`src/rtl/hazard_ctrl_pkg.sv`:
```
// Shared definitions for the pipeline hazard controller: forward-select
// codes, the multiply/divide sequencer state encoding and register-match
// helpers used by the hazard and forwarding terms.
package hazard_ctrl_pkg;

  // Execute-stage operand source selects.
  localparam logic [1:0] FWD_RF  = 2'b00;
  localparam logic [1:0] FWD_WB  = 2'b01;
  localparam logic [1:0] FWD_MEM = 2'b10;

  // Multiply/divide sequencer states.
  typedef enum logic [1:0] {
    IDLE = 2'b00,
    BUSY = 2'b01,
    DONE = 2'b10
  } md_state_e;

  // A destination matches a source only for a real register; r0 is
  // hard-wired to zero and never creates a dependency.
  function automatic logic reg_hit(input logic [4:0] dst, input logic [4:0] src);
    return (dst != 5'd0) && (dst == src);
  endfunction

  // Operand select for one execute source. The memory stage holds the
  // younger result, so it takes priority over writeback.
  function automatic logic [1:0] fwd_select(
    input logic       wr_m,
    input logic [4:0] dst_m,
    input logic       wr_w,
    input logic [4:0] dst_w,
    input logic [4:0] src
  );
    logic [1:0] sel;
    sel = FWD_RF;
    if (wr_m && reg_hit(dst_m, src)) begin
      sel = FWD_MEM;
    end else if (wr_w && reg_hit(dst_w, src)) begin
      sel = FWD_WB;
    end
    return sel;
  endfunction

endpackage

```
`src/rtl/hazard_ctrl_md_seq.sv`:
```
// Multiply/divide sequencer: holds execute for MD_LATENCY cycles (the
// start cycle plus MD_LATENCY-1 BUSY cycles), then spends one DONE cycle
// in which the result is valid and the instruction advances.
module md_seq
  import hazard_ctrl_pkg::*;
#(
  parameter int MD_LATENCY = 32,
  parameter int CNT_W      = 6
) (
  input  logic clk,
  input  logic rst,
  input  logic MdStartE,
  output logic MdBusy,
  output logic MdDone
);

  localparam logic [CNT_W-1:0] CNT_LOAD = CNT_W'(MD_LATENCY - 2);
  localparam logic [CNT_W-1:0] CNT_ONE  = CNT_W'(1);

  md_state_e        state_q, state_d;
  logic [CNT_W-1:0] cnt_q, cnt_d;

  // State and counter registers.
  // NOTE: sequential state uses non-blocking assignments so every register
  // samples pre-edge values regardless of block ordering.
  always_ff @(posedge clk or negedge rst) begin
    if (!rst) begin
      state_q <= IDLE;
      cnt_q   <= '0;
    end else begin
      state_q <= state_d;
      cnt_q   <= cnt_d;
    end
  end

  // Next-state and counter update; DONE ignores MdStartE so the finishing
  // instruction cannot start itself again.
  // NOTE: every combinational output gets a default first, so no path
  // through the case can leave a value unassigned and infer a latch.
  always_comb begin
    state_d = state_q;
    cnt_d   = cnt_q;
    unique case (state_q)
      IDLE: begin
        if (MdStartE) begin
          state_d = BUSY;
          cnt_d   = CNT_LOAD;
        end
      end
      BUSY: begin
        if (cnt_q == '0) begin
          state_d = DONE;
        end else begin
          cnt_d = cnt_q - CNT_ONE;
        end
      end
      DONE: begin
        state_d = IDLE;
      end
      default: begin
        state_d = IDLE;
        cnt_d   = '0;
      end
    endcase
  end

  // Status outputs; forced low while reset is asserted so an aborted
  // operation releases the pipeline in the same cycle.
  always_comb begin
    MdBusy = 1'b0;
    MdDone = 1'b0;
    if (rst) begin
      MdBusy = ((state_q == IDLE) && MdStartE) || (state_q == BUSY);
      MdDone = (state_q == DONE);
    end
  end

endmodule

```
`src/rtl/hazard_ctrl.sv`:
```
// Pipeline hazard controller: execute-stage forwarding, load-use and
// branch-operand hazard detection, multiply/divide hold sequencing and a
// saturating count of decode-stall cycles.
module hazard_ctrl
  import hazard_ctrl_pkg::*;
#(
  parameter int MD_LATENCY = 32,
  parameter int CNT_W      = 6
) (
  input  logic        clk,
  input  logic        rst,
  input  logic [4:0]  RsD,
  input  logic [4:0]  RtD,
  input  logic        BranchD,
  input  logic        PCSrcD,
  input  logic [4:0]  RsE,
  input  logic [4:0]  RtE,
  input  logic [4:0]  WriteRegE,
  input  logic [4:0]  WriteRegM,
  input  logic [4:0]  WriteRegW,
  input  logic        RegWriteE,
  input  logic        RegWriteM,
  input  logic        RegWriteW,
  input  logic        MemToRegE,
  input  logic        MemToRegM,
  input  logic        MdStartE,
  output logic        StallF,
  output logic        StallD,
  output logic        StallE,
  output logic        FlushD,
  output logic        FlushE,
  output logic [1:0]  ForwardAE,
  output logic [1:0]  ForwardBE,
  output logic        MdBusy,
  output logic        MdDone,
  output logic [31:0] StallCycles
);

  logic lwstall;
  logic brstall;
  logic mdhold;
  logic md_busy;
  logic md_done;

  md_seq #(
    .MD_LATENCY (MD_LATENCY),
    .CNT_W      (CNT_W)
  ) u_md_seq (
    .clk      (clk),
    .rst      (rst),
    .MdStartE (MdStartE),
    .MdBusy   (md_busy),
    .MdDone   (md_done)
  );

  // The sequencer's busy output is exactly the execute hold condition.
  assign mdhold = md_busy;
  assign MdBusy = md_busy;
  assign MdDone = md_done;

  // Hazard detection: a load in execute feeding decode, or a decode-stage
  // branch whose operand is still being produced in execute or loaded in memory.
  always_comb begin
    lwstall = MemToRegE && RegWriteE &&
              (reg_hit(WriteRegE, RsD) || reg_hit(WriteRegE, RtD));
    brstall = BranchD &&
              ((RegWriteE && (reg_hit(WriteRegE, RsD) || reg_hit(WriteRegE, RtD))) ||
               (MemToRegM && (reg_hit(WriteRegM, RsD) || reg_hit(WriteRegM, RtD))));
  end

  // Pipeline control outputs, all forced low during reset. A held
  // multiply/divide is never flushed, and a taken branch is not acted on
  // while decode is stalled; it resolves again once the stall clears.
  always_comb begin
    StallF    = 1'b0;
    StallD    = 1'b0;
    StallE    = 1'b0;
    FlushD    = 1'b0;
    FlushE    = 1'b0;
    ForwardAE = FWD_RF;
    ForwardBE = FWD_RF;
    if (rst) begin
      StallD    = lwstall || brstall || mdhold;
      StallF    = StallD;
      StallE    = mdhold;
      FlushE    = (lwstall || brstall) && !mdhold;
      FlushD    = PCSrcD && !StallD;
      ForwardAE = fwd_select(RegWriteM, WriteRegM, RegWriteW, WriteRegW, RsE);
      ForwardBE = fwd_select(RegWriteM, WriteRegM, RegWriteW, WriteRegW, RtE);
    end
  end

  // Saturating count of cycles in which decode was stalled.
  always_ff @(posedge clk or negedge rst) begin
    if (!rst) begin
      StallCycles <= '0;
    end else if (StallD && (StallCycles != 32'hFFFF_FFFF)) begin
      StallCycles <= StallCycles + 32'd1;
    end
  end

endmodule

```
`config.mk`:
```
export PLATFORM = sky130hd
export DESIGN_NAME = hazard_ctrl
export DESIGN_NICKNAME = d
export VERILOG_FILES = /design/src/rtl/hazard_ctrl_pkg.sv /design/src/rtl/hazard_ctrl_md_seq.sv /design/src/rtl/hazard_ctrl.sv
export SDC_FILE = /design/constraint.sdc
export NUM_CORES = 1
export LEC_CHECK = 0
export BUFFER_PORTS_ARGS = -buffer_cell sky130_fd_sc_hd__buf_2
export CORE_UTILIZATION = 47
export CTS_BUF_LIST = sky130_fd_sc_hd__clkbuf_8
export DETAILED_ROUTE_END_ITERATION = 12
export GPL_TIMING_DRIVEN = 0
export PLACE_DENSITY_LB_ADDON = 0.15
export SKIP_CTS_REPAIR_TIMING = 1
export SKIP_LAST_GASP = 1
export SLEW_MARGIN = 20
export SYNTH_ARGS = -nofsm -noshare
export SYNTH_HDL_FRONTEND = slang
export SYNTH_SLANG_ARGS = --single-unit
```
`constraint.sdc`:
```
create_clock -name clk -period 2 [get_ports clk]
set_clock_uncertainty 0.1 [all_clocks]
set_input_delay 0.2 -clock clk [delete_from_list [all_inputs] [get_ports clk]]
set_output_delay 0.2 -clock clk [all_outputs]
set_load 0.05 [all_outputs]
```
## Yosys cells after proc, flatten, opt, wreduce, memory -nomap -nowiden

Cells that the tools add are included.

| word-level totals | value |
|---|---|
| memories kept | 0 |
| register bits | 40 |
| latch bits | 0 |
| bits in read-only memories | 0 |
| memory bits (writable) | 0 |
| output and inout bits | 43 |
| input port bits | 45 |

| operators by class | value |
|---|---|
| bitwise logic cells | 1 |
| multipliers | 0 |
| eq/ne operators | 14 |
| shift operators | 0 |
| mux-type cells | 18 |
| reductions and logical operators | 36 |
| add/subtract/negate cells | 2 |
| div/mod/pow operators | 0 |
| order comparisons | 0 |

Operators with widths:

| cell | count |
|---|---|
| $eq 5x5->1 | 8 |
| $add 32x1->32 const B | 1 |
| $ne 32x32->1 const B | 1 |
| $logic_and 1x1->1 | 21 |
| $pmux 6 s3 | 1 |
| $reduce_bool 5->1 | 3 |
| $mux 2 | 6 |
| $mux 6 | 2 |
| $mux 1 | 8 |
| $logic_not 6->1 | 1 |
| $logic_or 1x1->1 | 6 |
| $sub 6x1->6 const B | 1 |
| $ne 2x2->1 const B | 2 |
| $pmux 2 s2 | 1 |
| $reduce_and 3->1 | 1 |
| $eq 2x1->1 const B | 1 |
| $eq 2x2->1 const B | 1 |
| $logic_not 1->1 | 2 |
| $logic_not 2->1 | 1 |
| $ne 2x1->1 const B | 1 |
| $reduce_and 2->1 | 1 |
| $not 1->1 | 1 |

## Logic depth before layout (Yosys ltp)

| logic depth | value |
|---|---|
| word-level depth | 11 |
| depth in mapped cells | 9 |
| gate-level depth less buffers | 9 |

## By module

Synthesis repeated with hierarchy kept, for this count alone.

| unflattened totals | value |
|---|---|
| cell total of the unflattened synthesis | 281 |
| area total of the unflattened synthesis | 2,673.8 um^2 |

Modules (own cells, without submodules):

| module | cells each | area each (um^2) | times used |
|---|---|---|---|
| hazard_ctrl | 229 | 2,188.3 | 1 |
| md_seq | 52 | 485.5 | 1 |

## Least setup slack after synthesis

Ideal clock, no wire load.

| timing path | value |
|---|---|
| path type | input -> output |
| start point | in WriteRegW[2] |
| end point | out ForwardAE[0] |
| path buffers | 0 |
| stages on the path | 4 |
| data arrival time | 2.330 ns |
| setup slack | -0.630 ns |
| cells stage by stage | or4_1 > o211ai_1 > or4_1 > nor4_1 |

| between the ends | value |
|---|---|
| cells in the longest elaborated chain, start to end | 6 |

Ends and longest elaborated chain:

| what | RTL line | text |
|---|---|---|
| from (decl) | hazard_ctrl.sv:20 | `input logic [4:0] WriteRegW,` |
| $eq 5x5->1 / $reduce_bool 5->1 (equally long branches) | hazard_ctrl_pkg.sv:21 | `return (dst != 5'd0) && (dst == src);` |
| $logic_and 1x1->1 * | hazard_ctrl_pkg.sv:21 |  |
| $logic_and 1x1->1 * | hazard_ctrl_pkg.sv:37 | `end else if (wr_w && reg_hit(dst_w, src)) begin` |
| $mux 1 * | hazard_ctrl_pkg.sv:37 |  |
| $mux 2 * | hazard_ctrl_pkg.sv:35 | `if (wr_m && reg_hit(dst_m, src)) begin` |
| $mux 2 * | hazard_ctrl.sv:82 | `if (rst) begin` |
| to (decl) | hazard_ctrl.sv:32 | `output logic [1:0] ForwardAE,` |

Mark *: on every way between the ends. The rest lies on a longest branch, timed or not.

## Final worst setup path

| timing path | value |
|---|---|
| start point | reg StallCycles[6] |
| end point | reg StallCycles[1] |

| between the ends | value |
|---|---|
| cells in the longest elaborated chain, start to end | 2 |

Ends and longest elaborated chain:

| what | RTL line | text |
|---|---|---|
| from (decl) | hazard_ctrl.sv:36 | `output logic [31:0] StallCycles` |
| from (signal assigned) | hazard_ctrl.sv:98 | `StallCycles <= StallCycles + 32'd1;` |
| $ne 32x32->1 | hazard_ctrl.sv:97 | `end else if (StallD && (StallCycles != 32'hFFFF_FFFF)) begin` |
| $logic_and 1x1->1 | hazard_ctrl.sv:97 |  |

No other way between the ends.
A chain may end at the register's enable or synchronous reset.

==> run_summary.xml <==
<?xml version="1.0" encoding="UTF-8"?>
<metrics>
  <group name="logic_synthesis">
    <metric name="netlist_instances" unit="">273</metric>
    <metric name="synth-seq-area-share" unit="%">39.06</metric>
    <metric name="synth_compound_gate_area_share" unit="%">5.420</metric>
    <metric name="synth_fa_ha_area_share" unit="%">0.9766</metric>
    <metric name="synthesis.area_per_instance" unit="um2">9.386</metric>
    <metric name="synth.net_count" unit="">320</metric>
    <metric name="synth.yosys.warnings" unit="">0</metric>
    <metric name="synth_xor_xnor_area_share" unit="%">23.93</metric>
    <metric name="post_synthesis_cell_area" unit="um2">2562</metric>
    <metric name="synth_top_family_by_area" unit="">simple AND/OR/NAND/NOR gates</metric>
    <metric name="synth_seq_cells" unit="">40</metric>
    <metric name="synthDistinctLibCells" unit="">37</metric>
    <metric name="yosys-mux-area-fraction" unit="%">1.270</metric>
    <metric name="post_synth_and_or_nand_nor_area_fraction" unit="%">24.56</metric>
  </group>
  <group name="route">
    <metric name="routed_via_density" unit="">5.246</metric>
    <metric name="wl_per_cell" unit="um">13.68</metric>
    <metric name="drt_pre_antenna_iters" unit="">5</metric>
    <metric name="detail_route.wirelength" unit="um">6113</metric>
    <metric name="detail_route.iter0.violations" unit="">125</metric>
    <metric name="detailroute.via_count" unit="">2345</metric>
    <metric name="ant_nets" unit="">0</metric>
    <metric name="drt_drc_violations_left" unit="">0</metric>
  </group>
  <group name="worst_setup_path">
    <metric name="worst_ep_arrival_time" unit="ns">2.25</metric>
    <metric name="worstRegToRegCells" unit="">7</metric>
    <metric name="setup.worst_path.class" unit="">reg2reg</metric>
    <metric name="ff_to_ff_setup_slack" unit="ns">-0.17</metric>
    <metric name="worst-endpoint-required" unit="ns">2.08</metric>
    <metric name="startpoint_type" unit="">flip-flop</metric>
    <metric name="launching_point_of_the_worst_reg2reg_path" unit="">StallCycles[6]</metric>
    <metric name="critPathCaptureType" unit="">flip-flop</metric>
    <metric name="critical_path_fanouts_max" unit="">6</metric>
    <metric name="crit-reg2reg-capture" unit="">StallCycles[1]</metric>
  </group>
  <group name="floorplan">
    <metric name="core.rowCount" unit="">26</metric>
    <metric name="area_of_the_die" unit="um2">5751</metric>
    <metric name="floorplan.core_area" unit="um2">5172</metric>
    <metric name="vert_die_dim" unit="um">75.84</metric>
    <metric name="boundaryPins" unit="">88</metric>
    <metric name="starting_density_of_the_core" unit="%">49.54</metric>
    <metric name="die_width" unit="um">75.84</metric>
  </group>
  <group name="layout">
    <metric name="area.growth.synth_to_final" unit="%">38.53</metric>
    <metric name="diodes" unit="">0</metric>
    <metric name="layout.area.seq" unit="um2">1028</metric>
    <metric name="nNetsFinal" unit="">423</metric>
    <metric name="multiInputGateArea" unit="um2">1652</metric>
    <metric name="fillerInstances" unit="">415</metric>
    <metric name="post_route_cells_drive_above_1_share" unit="%">48.01</metric>
  </group>
  <group name="hold_path">
    <metric name="hp-class" unit="">in2reg</metric>
    <metric name="timing.hold.worst_endpoint" unit="">u_md_seq.state_q[0]</metric>
    <metric name="hold_path_depth" unit="">3</metric>
    <metric name="worst_min_delay_path_startpoint" unit="">MdStartE</metric>
  </group>
  <group name="flow_run">
    <metric name="timing.max_cap.violations" unit="">0</metric>
  </group>
  <group name="global_route">
    <metric name="antenna_found_initial" unit="">0</metric>
    <metric name="grtUsageTotal" unit="%">20.54</metric>
    <metric name="grt_first_pass_wirelength" unit="um">8928</metric>
    <metric name="vias_in_the_first_global_route" unit="">2027</metric>
    <metric name="grt_overflow_total" unit="">0</metric>
    <metric name="grt_start_max_net_pins" unit="">48</metric>
  </group>
  <group name="sta">
    <metric name="fin_crit_period" unit="ns">2.168</metric>
    <metric name="report.final.setup_viol" unit="">24</metric>
    <metric name="timing_worst_slew_pin_value" unit="ns">0.4628</metric>
    <metric name="final_report_hold_violation_count" unit="">0</metric>
    <metric name="grt_setup_unrepaired" unit="">true</metric>
    <metric name="drv_slew" unit="">0</metric>
    <metric name="clock.fmax" unit="GHz">0.4613</metric>
    <metric name="timing.max_slew.rel_slack" unit="%">69.03</metric>
    <metric name="setup_slack" unit="ns">-0.1680</metric>
    <metric name="final_period_util" unit="%">108.4</metric>
  </group>
  <group name="pwr">
    <metric name="power.switching" unit="mW">1.223</metric>
    <metric name="cell_internal_pwr" unit="mW">1.746</metric>
    <metric name="power.sequential.fraction" unit="%">38.5</metric>
    <metric name="power_frac_comb" unit="%">44.4</metric>
    <metric name="total_leakage_power" unit="nW">1.651</metric>
    <metric name="worst_ir_drop_vdd" unit="mV">1.237</metric>
    <metric name="power_density" unit="nW/um2">836.5</metric>
    <metric name="power.switching_fraction" unit="%">41.19</metric>
    <metric name="pwr-share-clk" unit="%">17.1</metric>
    <metric name="final_total_power" unit="mW">2.969</metric>
  </group>
  <group name="outcome">
    <metric name="run_status" unit="">finished with violations</metric>
    <metric name="failing_checks" unit="">setup timing</metric>
  </group>
  <group name="clocking">
    <metric name="cts_made_buffers" unit="">5</metric>
    <metric name="clock_insertion_delay_worst_skew" unit="ns">0.29</metric>
    <metric name="tritoncts" unit="">done</metric>
    <metric name="cts.path.max_buffers" unit="">2</metric>
    <metric name="cts.clk_slew.worst_paths" unit="ns">0.08</metric>
    <metric name="tritoncts_num_sinks" unit="">40</metric>
    <metric name="cts-htree-levels" unit="">2</metric>
    <metric name="cts.root.buffer_cell" unit="">clkbuf_8</metric>
  </group>
  <group name="placement">
    <metric name="port_buffers" unit="">82</metric>
    <metric name="dp_slack" unit="ns">-0.5626</metric>
    <metric name="half_perimeter_wire_length_after_detailed_placement" unit="um">4411</metric>
    <metric name="place_congestion" unit="">0.8607</metric>
  </group>
</metrics>
## state kept, by name, indices dropped and copies added (netlist names)
| register | cells |
|---|---|
| u_md_seq.cnt_q | 6 |
| StallCycles | 32 |
| u_md_seq.state_q | 2 |
## layout make-up
cell class	count	area share, %
multi-input cells	212	46.53
flip-flops and latches	40	28.97
repair buffers	97	16.32
plain buffers	11	2.467
well taps	70	2.467
clock buffers	5	1.939
inverters	9	0.9517
clock inverters	3	0.3525
## cells by family (layout without fill, tap and decap cells)
group,after synthesis,count (layout)
adders and majority gates,2,2
muxes,3,3
and+or+nand+nor,115,115
DFF,40,40
buffers and inverters,21,125
xor gates and xnor gates,70,70
AOI/OAI and AO/OA,22,22
## worst max-delay path, cell delays in order, from the launching register on
cell and delay, ns:
dfrtp_2 0.45, and3_2 0.26, nand4bb_4 0.13, nor4_4 0.07, and3_4 0.17, nor3b_4 0.38
buf_4 0.18, mux2_2 0.31
## synth_stat cells (all sizes together)
cell     instances  area share [%]
a21oi            5            0.98
a22oi            2            0.59
a31oi            1            0.24
a32o             1            0.39
and2             5             1.2
and3            11             2.7
and4             1            0.34
buf             10             3.1
clkbuf           2            0.34
dfrtp           40              39
ha               2            0.98
inv              9             1.3
mux2             2            0.88
mux2i            1            0.39
nand2           19             2.8
nand2b           2            0.49
nand3           11             2.1
nand4           20             4.9
nand4bb          1            0.44
nor2            21             3.1
nor2b            2            0.49
nor3             7             1.6
nor3b            2             1.0
nor4             8             2.0
o211ai           1            0.29
o21ai            9             1.8
o221ai           2            0.93
o22ai            1            0.24
or4              5             1.5
xnor2           34              12
xor2            36              12
## power groups by stage
stage	sequential (mW)	combinational, mW	clock, mW
after floorplan	1.35	0.593	0
after global routing	1.16	1.43	0.552
after detailed placement	1.15	1.08	0
final	1.14	1.32	0.507
after global placement	1.15	1.06	0
after CTS	1.14	1.08	0.522
## cells in the final DEF, fill, tap and decap left out, types with 3 or more instances in the layout
cell	count
a21oi_1	5
and2_1	4
and3_1	7
buf_2	82
buf_4	15
buf_6	7
clkbuf_8	5
dfrtp_1	18
dfrtp_2	22
inv_1	8
inv_2	3
nand2_1	9
nand2_2	10
nand3_1	6
nand3_2	5
nand4_1	20
nor2_1	16
nor2_2	3
nor3_1	6
nor4_2	4
o21ai_0	8
or4_1	4
xnor2_1	33
xor2_1	36
## routing by layer
layer | track usage, % | wire length (um) | vias up
met1 | 26.07 | 2858 | 1101
met3 | 3.836 | 264 | 12
li1 | - | - | 1159
met2 | 33.92 | 2900 | 73
met4 | 9.465 | 90 | 0
met5 | 0 | 0 | -
## how the worst max path moves through the flow
stage                   startpoint              end  slack (ns)  cells past startpoint
2_1_floorplan       StallCycles[0]  StallCycles[13]       -0.13                      9
3_3_place_gp                   rst     ForwardBE[0]       -0.57                      5
3_5_place_dp                   rst     ForwardBE[0]       -0.56                      5
4_1_cts        u_md_seq.state_q[0]           StallF       -0.70                      7
5_1_grt             StallCycles[0]   StallCycles[1]       -0.27                      8
6_report            StallCycles[6]   StallCycles[1]       -0.17                      7
## per-stage QoR
stage	hold slack [ns]	std cells	cell area [um2]	setup TNS (ns)	util [%]
finish	0.1323	447	3550	-2.088	68.63
global route	0.1357	447	3550	-5.418	68.63
CTS	0.003804	433	3272	-9.027	63.26
detailed placement	0.3188	425	3191	-11.91	61.68
global placement	0.3200	425	3191	-12.03	61.68
floorplan	-0.1956	273	2693	-2.447	-
No activity file was read; power rests on OpenSTA's default activity.
